===== src/rtl/regfile_wb_ctrl_if.sv =====
// Bus bundle for regfile_wb_ctrl: ALU result handshake, load response and
// the register file write port. When REGFILE_WB_PENDING_EN is defined the
// bundle also carries the wb_pending hazard vector.
interface regfile_wb_ctrl_if #(
  parameter int XLEN = 32,
  parameter int AW   = 5
);
  logic            alu_valid;
  logic            alu_ready;
  logic [AW-1:0]   alu_rd;
  logic [XLEN-1:0] alu_data;
  logic            ld_valid;
  logic [AW-1:0]   ld_rd;
  logic [XLEN-1:0] ld_data;
  logic [2:0]      ld_funct3;
  logic [1:0]      ld_byte_off;
  logic            WrEn_RF;
  logic [AW-1:0]   WAddr_RF;
  logic [XLEN-1:0] WD_RF;
`ifdef REGFILE_WB_PENDING_EN
  logic [31:0]     wb_pending;
`endif

  // Producer side: execute/load units and the register file.
  modport master (
    output alu_valid, alu_rd, alu_data,
    output ld_valid, ld_rd, ld_data, ld_funct3, ld_byte_off,
    input  alu_ready,
`ifdef REGFILE_WB_PENDING_EN
    input  wb_pending,
`endif
    input  WrEn_RF, WAddr_RF, WD_RF
  );

  // Write-back controller side.
  modport slave (
    input  alu_valid, alu_rd, alu_data,
    input  ld_valid, ld_rd, ld_data, ld_funct3, ld_byte_off,
    output alu_ready,
`ifdef REGFILE_WB_PENDING_EN
    output wb_pending,
`endif
    output WrEn_RF, WAddr_RF, WD_RF
  );
endinterface


===== src/rtl/regfile_wb_ctrl.sv =====
// regfile_wb_ctrl: single write-port driver for the integer register file.
// Loads always win the port; ALU results queue in a small FIFO behind them
// (or pass straight through when the FIFO is empty). Load data is extended
// here and writes to x0 never reach the register file.
// Optional: define REGFILE_WB_PENDING_EN to add the wb_pending hazard vector.
module regfile_wb_ctrl #(
  parameter int XLEN       = 32,
  parameter int AW         = 5,
  parameter int FIFO_DEPTH = 2
) (
  input  logic clk,
  input  logic rst_n,
  regfile_wb_ctrl_if.slave bus
);
  localparam int PW = (FIFO_DEPTH > 1) ? $clog2(FIFO_DEPTH) : 1;
  localparam logic [PW:0] DEPTH_C = (PW+1)'(FIFO_DEPTH);

  logic [AW-1:0]   fifo_rd_q   [FIFO_DEPTH];
  logic [XLEN-1:0] fifo_data_q [FIFO_DEPTH];
  logic [PW:0]     count_q, count_d;
  logic [PW-1:0]   rd_ptr_q, rd_ptr_d, wr_ptr_q, wr_ptr_d;
  logic            wren_q, wren_d;
  logic [AW-1:0]   waddr_q, waddr_d;
  logic [XLEN-1:0] wd_q, wd_d;
  logic            accept, push, pop;

  // Byte/half extraction and sign/zero extension of an aligned load word.
  function automatic logic [XLEN-1:0] load_extend(input logic [XLEN-1:0] word,
                                                  input logic [2:0] f3,
                                                  input logic [1:0] off);
    logic [XLEN-1:0] sh_b, sh_h;
    logic [7:0]      b;
    logic [15:0]     h;
    sh_b = word >> {off, 3'b000};
    sh_h = word >> {off[1], 4'b0000};
    b    = sh_b[7:0];
    h    = sh_h[15:0];
    case (f3)
      3'b000:  load_extend = {{(XLEN-8){b[7]}}, b};
      3'b100:  load_extend = {{(XLEN-8){1'b0}}, b};
      3'b001:  load_extend = {{(XLEN-16){h[15]}}, h};
      3'b101:  load_extend = {{(XLEN-16){1'b0}}, h};
      default: load_extend = word;
    endcase
  endfunction

  // Readiness depends only on stored occupancy, never on this cycle's inputs.
  assign bus.alu_ready = (count_q < DEPTH_C);
  assign accept        = bus.alu_valid && bus.alu_ready;

  // Arbitration: load first, then FIFO head, then pass-through of the new ALU result.
  always_comb begin
    push    = 1'b0;
    pop     = 1'b0;
    wren_d  = 1'b0;
    waddr_d = waddr_q;
    wd_d    = wd_q;
    if (bus.ld_valid) begin
      wren_d  = (bus.ld_rd != '0);
      waddr_d = bus.ld_rd;
      wd_d    = load_extend(bus.ld_data, bus.ld_funct3, bus.ld_byte_off);
      push    = accept && (bus.alu_rd != '0);
    end else if (count_q != '0) begin
      wren_d  = 1'b1;
      waddr_d = fifo_rd_q[rd_ptr_q];
      wd_d    = fifo_data_q[rd_ptr_q];
      pop     = 1'b1;
      push    = accept && (bus.alu_rd != '0);
    end else if (accept && (bus.alu_rd != '0)) begin
      wren_d  = 1'b1;
      waddr_d = bus.alu_rd;
      wd_d    = bus.alu_data;
    end
    rd_ptr_d = rd_ptr_q + PW'(pop);
    wr_ptr_d = wr_ptr_q + PW'(push);
    case ({push, pop})
      2'b10:   count_d = count_q + 1'b1;
      2'b01:   count_d = count_q - 1'b1;
      default: count_d = count_q;
    endcase
  end

  // Control and output registers; reset drops the queue and any pending write.
  always_ff @(posedge clk or negedge rst_n) begin
    if (!rst_n) begin
      count_q  <= '0;
      rd_ptr_q <= '0;
      wr_ptr_q <= '0;
      wren_q   <= 1'b0;
      waddr_q  <= '0;
      wd_q     <= '0;
    end else begin
      count_q  <= count_d;
      rd_ptr_q <= rd_ptr_d;
      wr_ptr_q <= wr_ptr_d;
      wren_q   <= wren_d;
      waddr_q  <= waddr_d;
      wd_q     <= wd_d;
    end
  end

  // FIFO storage; contents are only meaningful below count_q, so no reset.
  always_ff @(posedge clk) begin
    if (push) begin
      fifo_rd_q[wr_ptr_q]   <= bus.alu_rd;
      fifo_data_q[wr_ptr_q] <= bus.alu_data;
    end
  end

  assign bus.WrEn_RF  = wren_q;
  assign bus.WAddr_RF = waddr_q;
  assign bus.WD_RF    = wd_q;

`ifdef REGFILE_WB_PENDING_EN
  logic [31:0] pend;
  logic [PW-1:0] slot_off;

  // Destinations still owed to the register file: live FIFO slots plus the output reg.
  always_comb begin
    pend     = '0;
    slot_off = '0;
    for (int i = 0; i < FIFO_DEPTH; i++) begin
      slot_off = PW'(i) - rd_ptr_q;
      if ({1'b0, slot_off} < count_q) pend[fifo_rd_q[i]] = 1'b1;
    end
    if (wren_q) pend[waddr_q] = 1'b1;
    pend[0] = 1'b0;
  end

  assign bus.wb_pending = pend;
`endif
endmodule


===== src/flat_wrapper.sv =====
// flat-port wrapper written by rule: the top's interface ports become plain ports
module regfile_wb_ctrl_flat 
#(
  parameter int XLEN       = 32,
  parameter int AW         = 5,
  parameter int FIFO_DEPTH = 2
)
  (clk, rst_n, bus_alu_valid, bus_alu_rd, bus_alu_data, bus_ld_valid, bus_ld_rd, bus_ld_data, bus_ld_funct3, bus_ld_byte_off, bus_alu_ready, bus_WrEn_RF, bus_WAddr_RF, bus_WD_RF);
  regfile_wb_ctrl_if #(.XLEN(XLEN), .AW(AW)) bus_i ();
  input  logic clk;
  input  logic rst_n;
  input wire logic [$bits(bus_i.alu_valid)-1:0] bus_alu_valid;
  input wire logic [$bits(bus_i.alu_rd)-1:0] bus_alu_rd;
  input wire logic [$bits(bus_i.alu_data)-1:0] bus_alu_data;
  input wire logic [$bits(bus_i.ld_valid)-1:0] bus_ld_valid;
  input wire logic [$bits(bus_i.ld_rd)-1:0] bus_ld_rd;
  input wire logic [$bits(bus_i.ld_data)-1:0] bus_ld_data;
  input wire logic [$bits(bus_i.ld_funct3)-1:0] bus_ld_funct3;
  input wire logic [$bits(bus_i.ld_byte_off)-1:0] bus_ld_byte_off;
  output wire logic [$bits(bus_i.alu_ready)-1:0] bus_alu_ready;
  output wire logic [$bits(bus_i.WrEn_RF)-1:0] bus_WrEn_RF;
  output wire logic [$bits(bus_i.WAddr_RF)-1:0] bus_WAddr_RF;
  output wire logic [$bits(bus_i.WD_RF)-1:0] bus_WD_RF;
  assign bus_i.alu_valid = bus_alu_valid;
  assign bus_i.alu_rd = bus_alu_rd;
  assign bus_i.alu_data = bus_alu_data;
  assign bus_i.ld_valid = bus_ld_valid;
  assign bus_i.ld_rd = bus_ld_rd;
  assign bus_i.ld_data = bus_ld_data;
  assign bus_i.ld_funct3 = bus_ld_funct3;
  assign bus_i.ld_byte_off = bus_ld_byte_off;
  assign bus_alu_ready = bus_i.alu_ready;
  assign bus_WrEn_RF = bus_i.WrEn_RF;
  assign bus_WAddr_RF = bus_i.WAddr_RF;
  assign bus_WD_RF = bus_i.WD_RF;
  regfile_wb_ctrl #(.XLEN(XLEN), .AW(AW), .FIFO_DEPTH(FIFO_DEPTH)) u_core (.clk(clk), .rst_n(rst_n), .bus(bus_i));
endmodule

===== config.mk =====
export PLATFORM = sky130hd
export DESIGN_NAME = regfile_wb_ctrl_flat
export DESIGN_NICKNAME = d
export VERILOG_FILES = /design/src/rtl/regfile_wb_ctrl_if.sv /design/src/rtl/regfile_wb_ctrl.sv /design/src/flat_wrapper.sv
export SDC_FILE = /design/constraint.sdc
export NUM_CORES = 1
export LEC_CHECK = 0
export ABC_AREA = 1
export BUFFER_PORTS_ARGS = -buffer_cell sky130_fd_sc_hd__clkbuf_2
export CORE_MARGIN = 1.5
export CORE_UTILIZATION = 50
export CTS_BUF_LIST = sky130_fd_sc_hd__clkbuf_8 sky130_fd_sc_hd__clkbuf_16
export CTS_CLUSTER_DIAMETER = 80
export DETAILED_ROUTE_END_ITERATION = 10
export PLACE_DENSITY_LB_ADDON = 0.05
export SLEW_MARGIN = 20
export SYNTH_ARGS = -nofsm -noshare
export SYNTH_HDL_FRONTEND = slang
export SYNTH_SLANG_ARGS = --single-unit

===== constraint.sdc =====
create_clock -name clk -period 3.4 [get_ports clk]
set_input_delay 0.51 -clock clk [delete_from_list [all_inputs] [get_ports clk]]
set_output_delay 0.51 -clock clk [all_outputs]
set_load 0.01 [all_outputs]

==> impl_metrics.yaml, run 1 <==
power:
  switchingPower_mw: 2.045
  power.share.combinational: 0.320
  p_sw_frac: 0.3514
  leakage_nw: 3.512
  powerDensity_nw_per_um2: 814.1
  internal_power_mw: 3.776
  peakVddDrop_mv: 0.5379
  clkPwrFrac: 0.312
  p_seq_frac: 0.367
clocking:
  insertion_delay_ns: 0.41
  numCtsBuffers: 17
  clockRootBuffer: "clkbuf_16"
  cts.clk_slew.worst_paths_ns: 0.05
  hold_buffers: 0
  htree_levels: 4
  cts_max_path_buffers: 2
  cts_tree: "built"
  post_cts_resized: 0
  cts_sinks: 116
  post-cts-setup-buffer-count: 0
logic_synthesis:
  ys_seq_area_frac: 0.5541
  synth_most_common_cell: "nand2_1"
  synth_top_area_cell: "edfxtp_1"
  netlist_area_um2: 5907
  ys_types: 33
  yosysTopAreaCellShare: 0.3762
  avgSynthCellArea_um2: 8.463
  syn_nets: 784
  synth_common_cells: "nand2_1, nor2_1, edfxtp_1"
  synth_warnings: 0
  synth_edf_count: 74
  ys.flop_type: "edfxtp_1"
  syn_inst: 698
  ys_ff_latch: 116
  async_flop_share: 0.3621
  yosys-top-cells-area: "edfxtp_1, nand2_1, dfrtp_1"
setup_path:
  crit_chain: "nor2_2 -> nand2_1 -> inv_4 -> nor2_1 -> ha_1 -> buf_12"
  max_stage_delay_ns: 0.76
  reg2reg_depth: 6
  cp.arrival_ns: 2.60
  crit_fanout: 37
  cp-end-kind: "flip-flop"
  r2r-start: "u_core.count_q[0]"
  r2r_setup_slack_ns: 0.92
  r2r-end: "u_core.fifo_rd_q[0][2]"
  critical_path_class: "flip-flop to flip-flop"
  required_ns: 3.51
  critPathSlowestCell: "ha_1"
  startpoint_type: "flip-flop"
sta:
  fin_skew_ns: 0.005222
  period_minus_slack_ns: 2.483
  fmax_mhz: 402.8
  slew_viol_final: 0
  finalHoldViolCount: 0
  setup_viol: 0
  tightest_slew_ns: 0.8482
  setup_slack_ns: 0.9171
  slew_headroom: 0.4345
  post-route-period-util: 0.7303
  grt_setup_unrepaired: "false"
  setup_tns_ns: 0
die:
  fp-row-count: 39
  pin_count: 122
  dieWidth_um: 111.7
  design.core.area_um2: 11470
  start_util: 0.5151
  dieArea_um2: 12470
  die_h_um: 111.7
grt:
  grt_usage: 0.2708
  grt_max_degree: 42
  grt_overflow_total: 0
  grt_pass1_vias: 5010
  grt_pass1_wl_mm: 25.74
  antenna_found_initial: 0
cells_and_area:
  drive_above_1_share: 0.2488
  diodes: 0
  layout.nets: 897
  area_growth_pct: 21.05
placed_design:
  place_ws_ns: 0.5737
  routabilityCongestion: 0.9070
  portBuffers: 121
  hpwl_mm: 11.35
route:
  vias_per_cell: 5.225
  drc: 0
  routed_wl_mm: 16.36
  first_pass_iters: 4
  ant_nets: 0
  wl_per_cell_um: 16.91
  first_iter_violations: 482
  vias: 5053
worst_hold_path:
  hold_path.class: "input port to async pin"
flow_run:
  cap_violations: 0
run_status:
  status: "complete, no violations"
==> cell usage in the layout, fill, tap and decap left out, types with 3 or more instances in the layout <==
| cell | n |
|---|---|
| o21ai_0 | 11 |
| clkbuf_16 | 17 |
| nand2_1 | 310 |
| ha_1 | 3 |
| edfxtp_1 | 74 |
| nor2_1 | 81 |
| nor2_2 | 3 |
| inv_2 | 5 |
| buf_4 | 6 |
| clkbuf_2 | 121 |
| nand3_1 | 33 |
| inv_1 | 27 |
| or2_2 | 6 |
| bufinv_16 | 4 |
| a21oi_2 | 18 |
| nand3_2 | 10 |
| a21oi_1 | 25 |
| clkinv_2 | 4 |
| dfrtp_1 | 42 |
==> critical path, delay by kind of cell, from the launching register on <==
kind          cells  cell delay, ns
fa+ha+maj         1            0.76
simple gates      3            0.48
flops             1            0.45
buf+inv           2            0.46
==> flip-flops by register name (all words and copies together) (netlist names) <==
signal	flops
u_core.fifo_data_q	64
u_core.bus.WD_RF	32
u_core.fifo_rd_q	10
u_core.bus.WAddr_RF	5
u_core.count_q	2
u_core.bus.WrEn_RF	1
u_core.rd_ptr_q	1
u_core.wr_ptr_q	1
==> worst max path at each step <==
stage,start,end,slack (ns),cells after the start
2_1_floorplan,bus_ld_valid,u_core.fifo_data_q[0][0],0.93,6
3_3_place_gp,bus_ld_valid,u_core.fifo_rd_q[0][3],0.70,7
3_5_place_dp,bus_ld_valid,u_core.fifo_rd_q[0][3],0.57,7
4_1_cts,u_core.count_q[0],u_core.fifo_rd_q[0][3],0.91,6
5_1_grt,u_core.count_q[0],u_core.fifo_rd_q[0][2],0.72,6
6_report,u_core.count_q[0],u_core.fifo_rd_q[0][2],0.92,6
==> power by group through the flow <==
stage               sequential [mW]  combinational, mW  clock [mW]
global placement               2.15               1.84           0
CTS                            2.14               1.89        1.83
detailed placement             2.16               1.88           0
finish                         2.14               1.87        1.82
floorplan                      2.22               1.13           0
global route                   2.18               2.08        1.90
==> routing by layer <==
layer,wire [um],vias up,track usage
met5,0,-,0
met4,365,0,0.1097
met3,766,25,0.05063
met2,8062,161,0.4443
met1,7161,2393,0.3566
li1,-,2474,-
==> cells by family (layout without fill, tap and decap cells) <==
group	Yosys count	after routing	share of synthesized area
simple gates	451	451	0.3135
flops	116	116	0.5541
buf+inv	63	189	0.05423
compound gates	62	62	0.06736
fa+ha+maj	3	3	0.006355
xor+xnor	3	3	0.004449
==> through the flow <==
step	power, mW	hold WS (ns)	instances	util	area (um^2)
after CTS	5.861	0.1134	967	0.6236	7151
after floorplan	3.350	0.2144	698	-	5907
final	5.821	0.1057	967	0.6236	7151
after global placement	3.991	0.4622	935	0.5712	6550
after global routing	6.163	0.1505	967	0.6236	7151
after detailed placement	4.037	0.4653	935	0.5712	6550
==> layout make-up <==
cell class | instances | area (um^2)
clock buffer | 17 | 425.4
clock inverter | 15 | 175.2
fill | 1060 | 4317
inverter | 29 | 113.9
multi-input combinational | 519 | 2313
sequential | 116 | 3273
tap | 143 | 178.9
timing repair buffer | 128 | 670.6
Note: power is estimated with default switching activity, not from simulation.
==> run 2, diff against run 1 <==
==> constraint.sdc (replaced) <==
create_clock -name clk -period 2.3 [get_ports clk]
set_input_delay 0.345 -clock clk [delete_from_list [all_inputs] [get_ports clk]]
set_output_delay 0.345 -clock clk [all_outputs]
set_load 0.01 [all_outputs]
==> impl_metrics.yaml, run 2 (same netlist as run 1, synthesis figures left out) <==
run_status:
  status: "complete, no violations"
clocking:
  clockRootBuffer: "clkbuf_16"
  post-cts-setup-buffer-count: 0
  numCtsBuffers: 17
  cts.clk_slew.worst_paths_ns: 0.06
  cts_sinks: 116
  post_cts_resized: 0
  cts_tree: "built"
  hold_buffers: 0
  cts_max_path_buffers: 2
  insertion_delay_ns: 0.42
  htree_levels: 4
route:
  wl_per_cell_um: 16.95
  drc: 0
  first_iter_violations: 388
  first_pass_iters: 5
  vias_per_cell: 5.215
  routed_wl_mm: 16.58
  vias: 5100
  ant_nets: 0
power:
  internal_power_mw: 5.508
  powerDensity_nw_per_um2: 1192
  switchingPower_mw: 3.125
  power.share.combinational: 0.328
  leakage_nw: 3.541
  clkPwrFrac: 0.305
  p_sw_frac: 0.3620
  peakVddDrop_mv: 0.7173
  p_seq_frac: 0.366
setup_path:
  crit_fanout: 3
  r2r_setup_slack_ns: 0.38
  cp.arrival_ns: 2.22
  reg2reg_depth: 8
  critical_path_class: "flip-flop to flip-flop"
  startpoint_type: "flip-flop"
  r2r-end: "u_core.count_q[1]"
  required_ns: 2.59
  r2r-start: "u_core.count_q[1]"
  cp-end-kind: "flip-flop"
sta:
  setup_tns_ns: 0
  period_minus_slack_ns: 1.922
  slew_viol_final: 0
  fmax_mhz: 520.2
  tightest_slew_ns: 0.7824
  grt_setup_unrepaired: "false"
  slew_headroom: 0.4784
  setup_viol: 0
  timing.hold.ws_ns: 0.0004362
  finalHoldViolCount: 0
  post-route-period-util: 0.8357
  fin_skew_ns: 0.006187
flow_run:
  cap_violations: 0
cells_and_area:
  largest_register_ffs: 64
  max_flop_register: "u_core.fifo_data_q"
  layout.nets: 907
  drive_above_1_share: 0.2638
  design_area_um2: 7244
  final_cell_mix: "nand2_1, clkbuf_2, nor2_1"
  final_common_cell: "nand2_1"
  finish.utilization: 0.6318
  area_growth_pct: 22.64
  fillers: 1032
die:
  dieWidth_um: 111.7
  die_h_um: 111.7
  start_util: 0.5151
  pin_count: 122
  design.core.area_um2: 11470
  fp-row-count: 39
  dieArea_um2: 12470
grt:
  grt_util_met1: 0.3436
  grt_usage: 0.2750
  grt_use_met3: 0.07784
  grt_busiest_layer: "met2"
  antenna_found_initial: 0
  grt_overflow_total: 0
  use_met2: 0.4411
  grt_pass1_vias: 5028
  grt_pass1_wl_mm: 26.21
  grt_max_degree: 36
placed_design:
  place_area_um2: 6638
  hpwl_mm: 11.73
  routabilityCongestion: 0.9017
  portBuffers: 121
worst_hold_path:
  hold_path.class: "input port to async pin"
[run 2: cell types whose count changed in the layout (fill, tap and decap cells not counted), sizes merged]
cell | previous run | this run
clkinvlp | 1 | 3
buf | 7 | 17
diode | 0 | 1
inv | 34 | 32
bufinv | 4 | 1
clkbuf | 138 | 141
[run 2: worst max path at each step]
stage                             from                       end  slack (ns)  cells past startpoint
global placement    bus_ld_byte_off[1]      u_core.bus.WD_RF[12]        0.32                      9
floorplan            u_core.count_q[0]  u_core.fifo_data_q[0][0]       -0.06                      6
finish               u_core.count_q[1]         u_core.count_q[1]        0.38                      8
global route         u_core.count_q[1]         u_core.count_q[1]        0.29                      8
CTS                  u_core.count_q[1]         u_core.count_q[1]        0.43                      8
detailed placement  bus_ld_byte_off[1]      u_core.bus.WD_RF[12]        0.33                      9
[run 2: final cells by class]
| class | count | area, um^2 | area share |
|---|---|---|---|
| diodes | 1 | 2.502 | 0.0003454 |
| clock buffers | 20 | 489.2 | 0.06753 |
| clock inverters | 12 | 115.1 | 0.01589 |
| inverters | 29 | 113.9 | 0.01572 |
| multi-input cells | 519 | 2313 | 0.3193 |
| flip-flops and latches | 116 | 3273 | 0.4518 |
| well taps | 143 | 178.9 | 0.02470 |
| repair buffers | 138 | 758.2 | 0.1047 |
[run 2: worst max-delay path, stage by stage, from the launching register on]
cell     delay, ns
dfrtp_1       0.44
inv_2         0.12
nand3_1       0.15
nor2_1        0.24
inv_1         0.10
ha_1          0.31
a21oi_1       0.15
o21ai_0       0.12
xor2_1        0.16
[run 2: metal layers]
metal	up-vias	wire length [um]	part of all wire
met1	2382	6961	0.42
met5	-	0	0
met4	0	538	0.032
met2	186	7979	0.48
met3	34	1098	0.066
li1	2498	-	-
[run 2: power by group through the flow]
stage | registers [mW] | logic [mW] | clock network (mW)
2_1_floorplan | 3.28 | 1.67 | 0
3_3_place_gp | 3.17 | 2.82 | 0
3_5_place_dp | 3.19 | 2.86 | 0
4_1_cts | 3.16 | 2.88 | 2.67
5_1_grt | 3.21 | 3.17 | 2.76
6_report | 3.16 | 2.84 | 2.64
[run 2: through the flow]
| step | total power [mW] | cells | worst slack [ns] |
|---|---|---|---|
| 3_5_place_dp | 6.050 | 945 | 0.3290 |
| 6_report | 8.633 | 978 | 0.3778 |
| 3_3_place_gp | 5.993 | 945 | 0.3206 |
| 5_1_grt | 9.149 | 977 | 0.2889 |
| 4_1_cts | 8.710 | 977 | 0.4254 |
| 2_1_floorplan | 4.953 | 698 | -0.05875 |
==> run 3, diff against run 2 <==
==> constraint.sdc (replaced) <==
create_clock -name clk -period 1.8 [get_ports clk]
set_input_delay 0.27 -clock clk [delete_from_list [all_inputs] [get_ports clk]]
set_output_delay 0.27 -clock clk [all_outputs]
set_load 0.01 [all_outputs]
==> impl_metrics.yaml, run 3 (same netlist as run 1, synthesis figures left out) <==
power:
  leakage_nw: 3.602
  powerDensity_nw_per_um2: 1532
  peakVddDrop_mv: 0.9743
setup_path:
  required_ns: 2.09
  r2r_setup_slack_ns: 0.12
  r2r-start: "u_core.count_q[0]"
  critical_path_class: "flip-flop to flip-flop"
  reg2reg_depth: 6
  crit_fanout: 5
  r2r-end: "u_core.count_q[1]"
  startpoint_type: "flip-flop"
  cp.arrival_ns: 1.97
  cp-end-kind: "flip-flop"
die:
  dieWidth_um: 111.7
  fp-row-count: 39
  start_util: 0.5151
  pin_count: 122
  dieArea_um2: 12470
  die_h_um: 111.7
  design.core.area_um2: 11470
clocking:
  post-cts-setup-buffer-count: 0
  cts_sinks: 116
  htree_levels: 4
  clockRootBuffer: "clkbuf_16"
  insertion_delay_ns: 0.42
  cts.clk_slew.worst_paths_ns: 0.06
  cts_max_path_buffers: 2
  cts_tree: "built"
  numCtsBuffers: 17
sta:
  fmax_mhz: 594.9
  setup_slack_ns: 0.1191
  grt_setup_unrepaired: "false"
  slew_viol_final: 0
  setup_tns_ns: 0
  slew_headroom: 0.6006
  tightest_slew_ns: 0.5992
  fin_skew_ns: 0.008691
  setup_viol: 0
  finalHoldViolCount: 0
  period_minus_slack_ns: 1.681
  post-route-period-util: 0.9338
grt:
  grt_pass1_vias: 4850
  grt_max_degree: 43
  antenna_found_initial: 0
  grt_overflow_total: 0
  grt_pass1_wl_mm: 26.15
  grt_usage: 0.2764
cells_and_area:
  final_common_cell: "nand2_1"
  layout.nets: 913
  fillers: 999
  area_growth_pct: 24.95
  finish.utilization: 0.6436
  max_flop_register: "u_core.fifo_data_q"
  register_area_um2: 3273
  multi_input_comb_area_um2: 2351
  drive_above_1_share: 0.2714
  largest_register_ffs: 64
  final_cell_mix: "nand2_1, clkbuf_2, nor2_1"
  diodes: 0
placed_design:
  portBuffers: 121
  place_ws_ns: 0.09679
  hpwl_mm: 11.74
  routabilityCongestion: 0.9374
route:
  wl_per_cell_um: 16.86
  first_pass_iters: 5
  vias_per_cell: 5.192
  vias: 5104
  ant_nets: 0
  routed_wl_mm: 16.57
  first_iter_violations: 466
  drc: 0
worst_hold_path:
  hold_path.class: "input port to flip-flop"
  hold_end: "u_core.fifo_data_q[0][31]"
  hp-start: "bus_alu_data[31]"
  min_delay_path_depth: 1
run_status:
  status: "complete, no violations"
flow_run:
  cap_violations: 0
==> run 3: area by class of cell <==
type	instances	share of cell area
Tap cell	143	0.02424
Clock buffer	19	0.06289
Inverter	29	0.01543
Multi-Input combinational cell	519	0.3185
Clock inverter	13	0.02119
Sequential cell	116	0.4435
Timing Repair Buffer	144	0.1143
==> run 3: timing repair <==
action | CTS | global route
setup endpoints to repair | 0 | 1
hold endpoints to repair | 42 | 0
hold buffers | 1 | 0
gates resized for setup | 0 | 1
==> run 3: power breakdown <==
| group | leakage, nW | total, mW | internal (mW) | switching (mW) |
|---|---|---|---|---|
| logic | 2.11 | 3.76 | 1.37 | 2.39 |
| clock network | 0.309 | 3.50 | 2.28 | 1.22 |
| registers | 1.18 | 4.05 | 3.65 | 0.399 |
| total | 3.60 | 11.3 | 7.30 | 4.01 |
==> run 3: metrics by stage <==
stage	cells	hold slack, ns	instance area (um^2)	total power, mW
detailed placement	950	0.4006	6745	7.873
CTS	983	0.04487	7376	11.40
finish	983	0.06107	7381	11.31
global placement	950	0.3935	6745	7.802
global route	983	0.04894	7381	11.97
floorplan	698	-0.02559	5939	6.372
==> run 3: worst max path at each step <==
stage | start | end | slack (ns) | depth (start not counted)
floorplan | u_core.count_q[0] | u_core.count_q[1] | 0.02 | 10
global placement | bus_alu_rd[3] | u_core.count_q[1] | 0.10 | 10
detailed placement | bus_alu_rd[3] | u_core.count_q[1] | 0.1 | 10
CTS | u_core.count_q[1] | u_core.count_q[1] | 0.09 | 8
global route | u_core.count_q[0] | u_core.count_q[1] | 0.03 | 6
finish | u_core.count_q[0] | u_core.count_q[1] | 0.12 | 6
==> run 3: critical path: stages, from the launching register on <==
cell	delay (ns)
dfrtp_1	0.44
o21ai_2	0.34
inv_2	0.08
ha_1	0.33
a21oi_1	0.11
o21ai_0	0.10
xor2_1	0.15
==> run 3: routing by layer <==
metal,vias up,global-route usage,wire length [um]
met2,196,0.4528,8146
met5,-,0,0
li1,2511,-,-
met4,0,0.07764,209
met3,17,0.07349,1044
met1,2380,0.3651,7172
